[src/rtl/demux8_buf_if.sv]
// ---------------------------------------------------------------------------
// demux8_buf_if
// Bus bundle between a single word producer, the demux8_buf block and up to
// eight downstream consumers.
//
//   in_valid   producer has a word
//   in_ready   block will accept the word this cycle
//   in_data    word to route
//   in_sel     destination lane 0..7
//   out_valid  bit k: lane k head is valid
//   out_ready  bit k: consumer k takes the head of lane k
//   out_data   lane k head at bits [k*WIDTH +: WIDTH]
//
// master: the environment (producer + consumers)
// slave : the demux8_buf block
// ---------------------------------------------------------------------------
interface demux8_buf_if #(
    parameter int WIDTH = 32
);
    logic               in_valid;
    logic               in_ready;
    logic [WIDTH-1:0]   in_data;
    logic [2:0]         in_sel;
    logic [7:0]         out_valid;
    logic [7:0]         out_ready;
    logic [8*WIDTH-1:0] out_data;

    modport master (
        output in_valid, in_data, in_sel, out_ready,
        input  in_ready, out_valid, out_data
    );

    modport slave (
        input  in_valid, in_data, in_sel, out_ready,
        output in_ready, out_valid, out_data
    );
endinterface

[src/rtl/demux8_buf.sv]
// ---------------------------------------------------------------------------
// demux8_buf
// 1-to-8 buffered demultiplexer. One word per cycle enters on a valid/ready
// input together with a destination select and is queued in that lane's
// FIFO. Each lane presents its head to its own consumer on an independent
// valid/ready output. Per-lane order is FIFO; lanes are independent.
//
// Ports:
//   clk        rising-edge clock
//   rst_n      asynchronous active-low reset
//   bus        demux8_buf_if slave modport (input handshake + 8 output lanes)
//   lane_full  bit k: lane k holds DEPTH entries
//   idle       all lanes empty
//
// Parameters:
//   WIDTH  data word width
//   DEPTH  entries per lane FIFO (power of two, >= 2)
// ---------------------------------------------------------------------------
module demux8_buf #(
    parameter int WIDTH = 32,
    parameter int DEPTH = 2
) (
    input  logic             clk,
    input  logic             rst_n,
    demux8_buf_if.slave      bus,
    output logic [7:0]       lane_full,
    output logic             idle
);
    localparam int AW = $clog2(DEPTH);

    logic [WIDTH-1:0] mem    [8][DEPTH];
    logic [AW-1:0]    wr_ptr [8];
    logic [AW-1:0]    rd_ptr [8];
    logic [AW:0]      count  [8];

    logic [7:0]       push_lane;
    logic [7:0]       pop_lane;
    logic             push;

    // Accept depends only on the registered fullness of the selected lane,
    // so a full selected lane stalls the input even if others are empty
    // (intended head-of-line blocking) and out_ready never reaches in_ready.
    always_comb begin
        bus.in_ready = !lane_full[bus.in_sel];
        push         = bus.in_valid && bus.in_ready;
        push_lane    = '0;
        pop_lane     = '0;
        for (int k = 0; k < 8; k++) begin
            push_lane[k] = push && (bus.in_sel == 3'(k));
            pop_lane[k]  = (count[k] != '0) && bus.out_ready[k];
        end
    end

    // Lane status and head presentation come straight from registered state.
    // An empty lane drives zero data rather than stale storage.
    always_comb begin
        bus.out_valid = '0;
        bus.out_data  = '0;
        lane_full     = '0;
        idle          = 1'b1;
        for (int k = 0; k < 8; k++) begin
            bus.out_valid[k] = (count[k] != '0);
            lane_full[k]     = (count[k] == (AW+1)'(DEPTH));
            if (count[k] != '0) begin
                bus.out_data[k*WIDTH +: WIDTH] = mem[k][rd_ptr[k]];
                idle = 1'b0;
            end
        end
    end

    // Pointer and occupancy bookkeeping. Pointers wrap naturally because
    // DEPTH is a power of two. A push and pop in the same cycle on one lane
    // leave the count unchanged.
    always_ff @(posedge clk or negedge rst_n) begin
        if (!rst_n) begin
            for (int k = 0; k < 8; k++) begin
                wr_ptr[k] <= '0;
                rd_ptr[k] <= '0;
                count[k]  <= '0;
            end
        end else begin
            for (int k = 0; k < 8; k++) begin
                if (push_lane[k]) begin
                    wr_ptr[k] <= wr_ptr[k] + AW'(1);
                end
                if (pop_lane[k]) begin
                    rd_ptr[k] <= rd_ptr[k] + AW'(1);
                end
                case ({push_lane[k], pop_lane[k]})
                    2'b10:   count[k] <= count[k] + (AW+1)'(1);
                    2'b01:   count[k] <= count[k] - (AW+1)'(1);
                    default: count[k] <= count[k];
                endcase
            end
        end
    end

    // Word storage carries no reset; empty lanes are masked on the output.
    always_ff @(posedge clk) begin
        if (push) begin
            mem[bus.in_sel][wr_ptr[bus.in_sel]] <= bus.in_data;
        end
    end
endmodule

[src/flat_wrapper.sv]
// flat-port wrapper written by rule: the top's interface ports become plain ports
module demux8_buf_flat 
#(
    parameter int WIDTH = 32,
    parameter int DEPTH = 2
)
  (clk, rst_n, lane_full, idle, bus_in_valid, bus_in_data, bus_in_sel, bus_out_ready, bus_in_ready, bus_out_valid, bus_out_data);
  demux8_buf_if #(.WIDTH(WIDTH)) bus_i ();
  input  logic clk;
  input  logic rst_n;
  output logic [7:0] lane_full;
  output logic idle;
  input wire logic [$bits(bus_i.in_valid)-1:0] bus_in_valid;
  input wire logic [$bits(bus_i.in_data)-1:0] bus_in_data;
  input wire logic [$bits(bus_i.in_sel)-1:0] bus_in_sel;
  input wire logic [$bits(bus_i.out_ready)-1:0] bus_out_ready;
  output wire logic [$bits(bus_i.in_ready)-1:0] bus_in_ready;
  output wire logic [$bits(bus_i.out_valid)-1:0] bus_out_valid;
  output wire logic [$bits(bus_i.out_data)-1:0] bus_out_data;
  assign bus_i.in_valid = bus_in_valid;
  assign bus_i.in_data = bus_in_data;
  assign bus_i.in_sel = bus_in_sel;
  assign bus_i.out_ready = bus_out_ready;
  assign bus_in_ready = bus_i.in_ready;
  assign bus_out_valid = bus_i.out_valid;
  assign bus_out_data = bus_i.out_data;
  demux8_buf #(.WIDTH(WIDTH), .DEPTH(DEPTH)) u_core (.clk(clk), .rst_n(rst_n), .bus(bus_i), .lane_full(lane_full), .idle(idle));
endmodule
[config.mk]
export PLATFORM = sky130hd
export DESIGN_NAME = demux8_buf_flat
export DESIGN_NICKNAME = d
export VERILOG_FILES = /design/src/rtl/demux8_buf_if.sv /design/src/rtl/demux8_buf.sv /design/src/flat_wrapper.sv
export SDC_FILE = /design/constraint.sdc
export NUM_CORES = 1
export LEC_CHECK = 0
export CORE_AREA = 8 8 239 241
export CTS_BUF_LIST = sky130_fd_sc_hd__clkbuf_2 sky130_fd_sc_hd__clkbuf_4 sky130_fd_sc_hd__clkbuf_8
export DETAILED_ROUTE_END_ITERATION = 12
export DIE_AREA = 0 0 247 249
export SLEW_MARGIN = 20
export SYNTH_ARGS = -nofsm -noshare
export SYNTH_HDL_FRONTEND = slang
export SYNTH_SLANG_ARGS = --single-unit
[constraint.sdc]
create_clock -name clk -period 6.95 [get_ports clk]
set_clock_uncertainty 0.15 [all_clocks]
set_input_delay 1.0425 -clock clk [delete_from_list [all_inputs] [get_ports clk]]
set_output_delay 1.0425 -clock clk [all_outputs]
set_load 0.01 [all_outputs]
# Yosys cells after proc, flatten, opt, wreduce, memory -nomap -nowiden
# Memories as Yosys holds them, arrays and structs flattened.
# Index checks and enable logic that the tools add are counted.
[classes]
addsub = 32
mux = 57
eq_ne = 31
reduce_logical = 36
n_lt_le_gt_ge = 12
bitwise = 10
[ops]
columns = ["op", "count"]
rows = [
  ["$mux W32", 33],
  ["$mux W64", 1],
  ["$demux W32 S1", 1],
  ["$eq A2 B2 Y1 const B", 16],
  ["$pmux W2 S2", 8],
  ["$reduce_bool A2 Y1", 16],
  ["$ge A2 B2 Y1 const B", 9],
  ["$logic_and A1 B1 Y1", 18],
  ["$not A1 Y2", 9],
  ["$add A1 B1 Y1 const B", 16],
  ["$add A2 B1 Y2 const B", 8],
  ["$eq A2 B1 Y1 const B", 8],
  ["$sub A2 B1 Y2 const B", 8],
  ["$eq A3 B3 Y1 const B", 4],
  ["$mux W1", 12],
  ["$bmux W1 S3", 2],
  ["$eq A3 B2 Y1 const B", 2],
  ["$ge A4 B4 Y1 const B", 1],
  ["$lt A3 B4 Y1 const B", 1],
  ["$not A3 Y4", 1],
  ["$eq A3 B1 Y1 const B", 1],
  ["$logic_not A3 Y1", 1],
  ["$lt A2 B1 Y1 const B", 1],
  ["$logic_not A1 Y1", 1],
]
[totals]
output_inout_bits = 274
inputBits = 46
register_bits = 32
elab_cells = 203
mem_bits_rw = 512
memories = 1
[mem_list]
columns = ["name", "words", "width", "rd", "rd_ports_with_merged_regs", "write_ports", "line", "rtl"]
rows = [
  ["u_core.mem", 8, 64, 8, 0, 1, "demux8_buf.sv:31", "logic [WIDTH-1:0] mem [8][DEPTH];"],
]

# Longest topological paths before layout
[logic_depth]
ltp_word = 10
mapped_depth = 9
ltp_nobuf = 7

# Least setup slack after synthesis
# No wires, ideal clock.
[synth_timing]
kind = "input to register"
startpoint = "in bus_in_sel[1]"
endpoint = "mem u_core.mem[2][0] (netlist bit), enable pin"
t_arrival_ps = 5218
stages = 5
required_ps = 6287
setup_ps = 513
path_slack_ps = 1069
cell_sequence = "buf_6 -> nor4bb_1 -> a311oi_2 -> a2bb2oi_4 -> nor4b_1"
[synth_via]
elab_chain_len = 10
elab_cells_between_ends = 16
[synth_lines]
columns = ["item", "line", "rtl"]
rows = [
  ["from (decl)", "flat_wrapper.sv:15", "input wire logic [$bits(bus_i.in_sel)-1:0] bus_in_sel;"],
  ["$not A3 Y4 (implied by the code)", "demux8_buf.sv:101", "mem[bus.in_sel][wr_ptr[bus.in_sel]] <= bus.in_data;"],
  ["$bmux W1 S3", "demux8_buf.sv:101", ""],
  ["$mux W1 (implied by the code) (2 in a row)", "demux8_buf.sv:101", ""],
  ["$not A1 Y2 (implied by the code)", "demux8_buf.sv:101", ""],
  ["$ge A2 B2 Y1 (implied by the code) / $lt A2 B1 Y1 (equally long branches)", "demux8_buf.sv:101", ""],
  ["$logic_and A1 B1 Y1 (implied by the code)", "demux8_buf.sv:101", ""],
  ["$mux W32 (implied by the code)", "demux8_buf.sv:101", ""],
  ["$demux W32 S1", "demux8_buf.sv:101", ""],
  ["$mux W64 (implied by the code)", "demux8_buf.sv:101", ""],
  ["to (decl)", "demux8_buf.sv:31", ""],
]
# Parallel ways exist; a longest one is shown, timed or not. The select of a mux whose other input is x is not followed.

# Final worst setup path
[layout_timing]
startpoint = "in bus_in_sel[1]"
endpoint = "out bus_in_ready"
[layout_via]
elab_chain_len = 3
[layout_lines]
columns = ["item", "line", "rtl"]
rows = [
  ["$bmux W1 S3", "demux8_buf.sv:44", "bus.in_ready = !lane_full[bus.in_sel];"],
  ["$mux W1 (implied by the code)", "demux8_buf.sv:44", ""],
  ["$logic_not A1 Y1", "demux8_buf.sv:44", ""],
  ["to (decl)", "flat_wrapper.sv:17", "output wire logic [$bits(bus_i.in_ready)-1:0] bus_in_ready;"],
]
# Every way passes these cells. The select of a mux whose other input is x is not followed.

==> flow_summary_export.csv <==
group,metric,value,unit
run_status,run_status,"finished, final reports clean",
setup_path,cpLargestDelayFamily,"buffers and inverters",
die,fp.dieW,247,um
die,start_util,0.396,
logic_synthesis,synth.most_common_cell,"edfxtp_1",
clocking,skew_pair_late_insertion_delay,0.65,ns
routing,detail_route.vias_per_cell,4.97,
setup_path,worst_path_most_repeated_cell,"clkdlybuf4s50_1",
power_and_ir_drop,seqPwrFrac,0.375,
power_and_ir_drop,clkPwrFrac,0.245,
logic_synthesis,synth_flop_cell,"edfxtp_1",
finish,multi_input_comb_area,4760,um2
sta,max_slew.worst_pin.slew,1.08,ns
logic_synthesis,syn-instance-count,1270,
routing,drc,0,
sta,worst_slew_margin_relative_to_its_limit,0.276,
placement,post_dp_cell_area,25200,um2
logic_synthesis,synth_enable_flop_cells,512,
die,placeableCoreArea,53300,um2
die,num_rows,85,
clocking,cts_resized,0,
setup_path,crit_start,"bus_in_sel[1]",
setup_path,worstSetupEndpointType,"output port",
logic_synthesis,yosysTopAreaCell,"edfxtp_1",
routing,avgRoutedWirePerCell,24.7,um
sta,hold_violations_final,0,
global_route,grt_antenna_before_repair,1,
worst_hold_path,timing.hold.worst.class,"flop to flop",
worst_hold_path,hp-start,"u_core.wr_ptr[0]",
setup_path,worstPathBufferInverterCount,4,
logic_synthesis,yosys_register_bits,544,
sta,final.period_utilization,0.738,
finish,design.final.nets,1693,
global_route,grt_pass1_vias,12069,
logic_synthesis,netlist_top_cells_area,"edfxtp_1 73%, mux2i_1 12%, nor2_1 5.0%, dfrtp_1 3.8%, xnor2_1 0.66%",
setup_path,crit-reg2reg-launch,"u_core.count[9]",
clocking,cts_tree,"yes",
placement,placement.io_buffers,319,
power_and_ir_drop,p_sw_frac,0.337,
finish,flow.area_growth_from_synthesis,28.1,%
logic_synthesis,synth_area_per_cell,16.6,um2
clocking,clock_sink_count,544,
logic_synthesis,synthesis.area,21100,um2
finish,drive_gt1_frac,0.118,
routing,totalWireLength,59.2,mm
setup_path,crit_chain,"clkdlybuf4s50_1, or3b_1, a21boi_2, a2bb2oi_4, buf_16, inv_1, clkdlybuf4s50_1",
power_and_ir_drop,power_density,409,nW/um2
die,die_height,249,um
logic_synthesis,netlist_top_cells_count,"512 x edfxtp_1, 281 x nor2_1, 257 x mux2i_1, 32 x clkbuf_1, 32 x dfrtp_1",
die,die_area,61500,um2
power_and_ir_drop,total_switching_power,3.72,mW
sta,fin_tns_setup,0,ns
sta,setup-violations-final,0,
logic_synthesis,mappedNetlistNets,1324,
setup_path,cp_data_arrival_time,3.93,ns
logic_synthesis,synth.distinct_cells,35,
clocking,clock_tree.buffer_depth,3,
sta,timing.final.max_slew_violations,0,
setup_path,worstSetupStartpointType,"input port",
global_route,track_usage,0.188,
routing,drt_iter0_markers,760,
clocking,postCtsSetupRepairBufs,0,
logic_synthesis,ys_seq_area_frac,0.767,
setup_path,cp_data_required_time,5.76,ns
power_and_ir_drop,power.share.combinational,0.381,
sta,max_fclk,0.195,GHz
setup_path,crit_path_category,"input port to output port",
clocking,root_buffer,"clkbuf_8",
flow_run,maxCapViolCount,0,
placement,routabilityCongestion,0.793,
die,io_pins,320,
placement,dpl.hpwl,37.6,mm
finish,register_area,16200,um2
clocking,cts-hold-fix-buffers,0,
setup_path,critical_path.max_fanout,17,
finish,fillers,4497,
sta,unrepaired_setup_endpoints_after_global_routing,"no",
power_and_ir_drop,total_leakage_power,9.70,nW
global_route,grt_first_pass_wirelength,83.7,mm
finish,post-route-cell-area,27000,um2
logic_synthesis,synth_warnings,0,
routing,via_count,11898,
logic_synthesis,post-synth-top-area-fraction,0.729,
clocking,clkSlewWorstSetupHoldPaths,0.06,ns
setup_path,slowest_delay,0.74,ns
logic_synthesis,synth-async-reset-ratio,0.0588,
clocking,tritoncts.num_buffers,87,
clocking,htree_num_levels,3,
sta,finalCriticalPeriod,5.13,ns
power_and_ir_drop,internal-power,7.32,mW
global_route,grt_start_max_net_pins,35,
routing,antenna_violating_nets_remaining,0,
setup_path,critPathSlowestCell,"clkdlybuf4s50_1",
routing,dr.pass1.iters,5,
global_route,grt_remaining_overflow,0,
power_and_ir_drop,vdd_ir_drop_max,0.185,mV
## final cells by class
| class | instances | area share |
|---|---|---|
| Tap cell | 696 | 0.0322 |
| Sequential cell | 544 | 0.599 |
| Multi-Input combinational cell | 654 | 0.176 |
| Inverter | 10 | 0.00139 |
| Timing Repair Buffer | 342 | 0.128 |
| Clock buffer | 114 | 0.0535 |
| Antenna cell | 1 | 0.0000926 |
| Clock inverter | 35 | 0.00977 |
## metrics by stage
stage	utilization	power [mW]	hold slack [ns]	worst slack (ns)	instances
3_3_place_gp	0.472	8.43	0.312	1.67	2240
4_1_cts	0.505	11.2	0.350	1.60	2390
2_1_floorplan	-	6.01	0.294	1.07	1270
3_5_place_dp	0.472	8.45	0.324	1.61	2241
5_1_grt	0.507	11.5	0.370	1.72	2396
6_report	0.507	11.0	0.356	1.82	2396
## path summary, 6_finish.rpt
| kind | endpoint | slack [ns] | cells past startpoint |
|---|---|---|---|
| max | bus_in_ready | 1.82 | 7 |
| min | u_core.wr_ptr[0] | 0.36 | 1 |
| max reg2reg | u_core.mem[0][0] | 3.45 | 6 |
| min reg2reg | u_core.wr_ptr[0] | 0.36 | 1 |
| max in group asynchronous | u_core.rd_ptr[7] | 5.66 | 2 |
| min in group asynchronous | u_core.count[8] | 0.65 | 2 |
## routing by layer
layer	wire length [um]	track usage
met1	25100	0.242
met4	1320	0.0586
met3	3650	0.0425
met2	29200	0.311
met5	0	0
## power by group through the flow
stage / Sequential [mW] / Clock, mW / Combinational [mW]
5_1_grt: 4.16 / 2.89 / 4.48
2_1_floorplan: 3.92 / 0 / 2.09
6_report: 4.14 / 2.70 / 4.21
3_5_place_dp: 4.24 / 0 / 4.21
3_3_place_gp: 4.23 / 0 / 4.19
4_1_cts: 4.17 / 2.77 / 4.23
## registers in the layout, summed over array words and instances (netlist names)
name	count
u_core.mem	512
u_core.wr_ptr	8
u_core.rd_ptr	8
u_core.count	16
## cells in the final DEF (no fill, tap or decap), types with 7 or more instances in the layout
cell type          n
clkbuf_8          94
ha_1               8
mux2i_1          256
clkdlybuf4s50_1  319
buf_4             17
and2_1             8
edfxtp_1         512
clkinv_1          18
xnor2_1           16
nor2_1           267
clkbuf_4          20
nor2b_1           11
nor3_2             7
inv_1             10
xor2_1            16
dfrtp_1           24
nor2_4            14
dfrtp_2            7
clkinv_2           9
## logic make-up after synthesis
family	share of synthesized area
adders and majority gates	0.00475
muxes	0.124
AOI/OAI and AO/OA	0.00813
buffers and inverters	0.0158
and+or+nand+nor	0.0670
DFF	0.767
xor gates and xnor gates	0.0133
(Power assumes the default switching activity.)
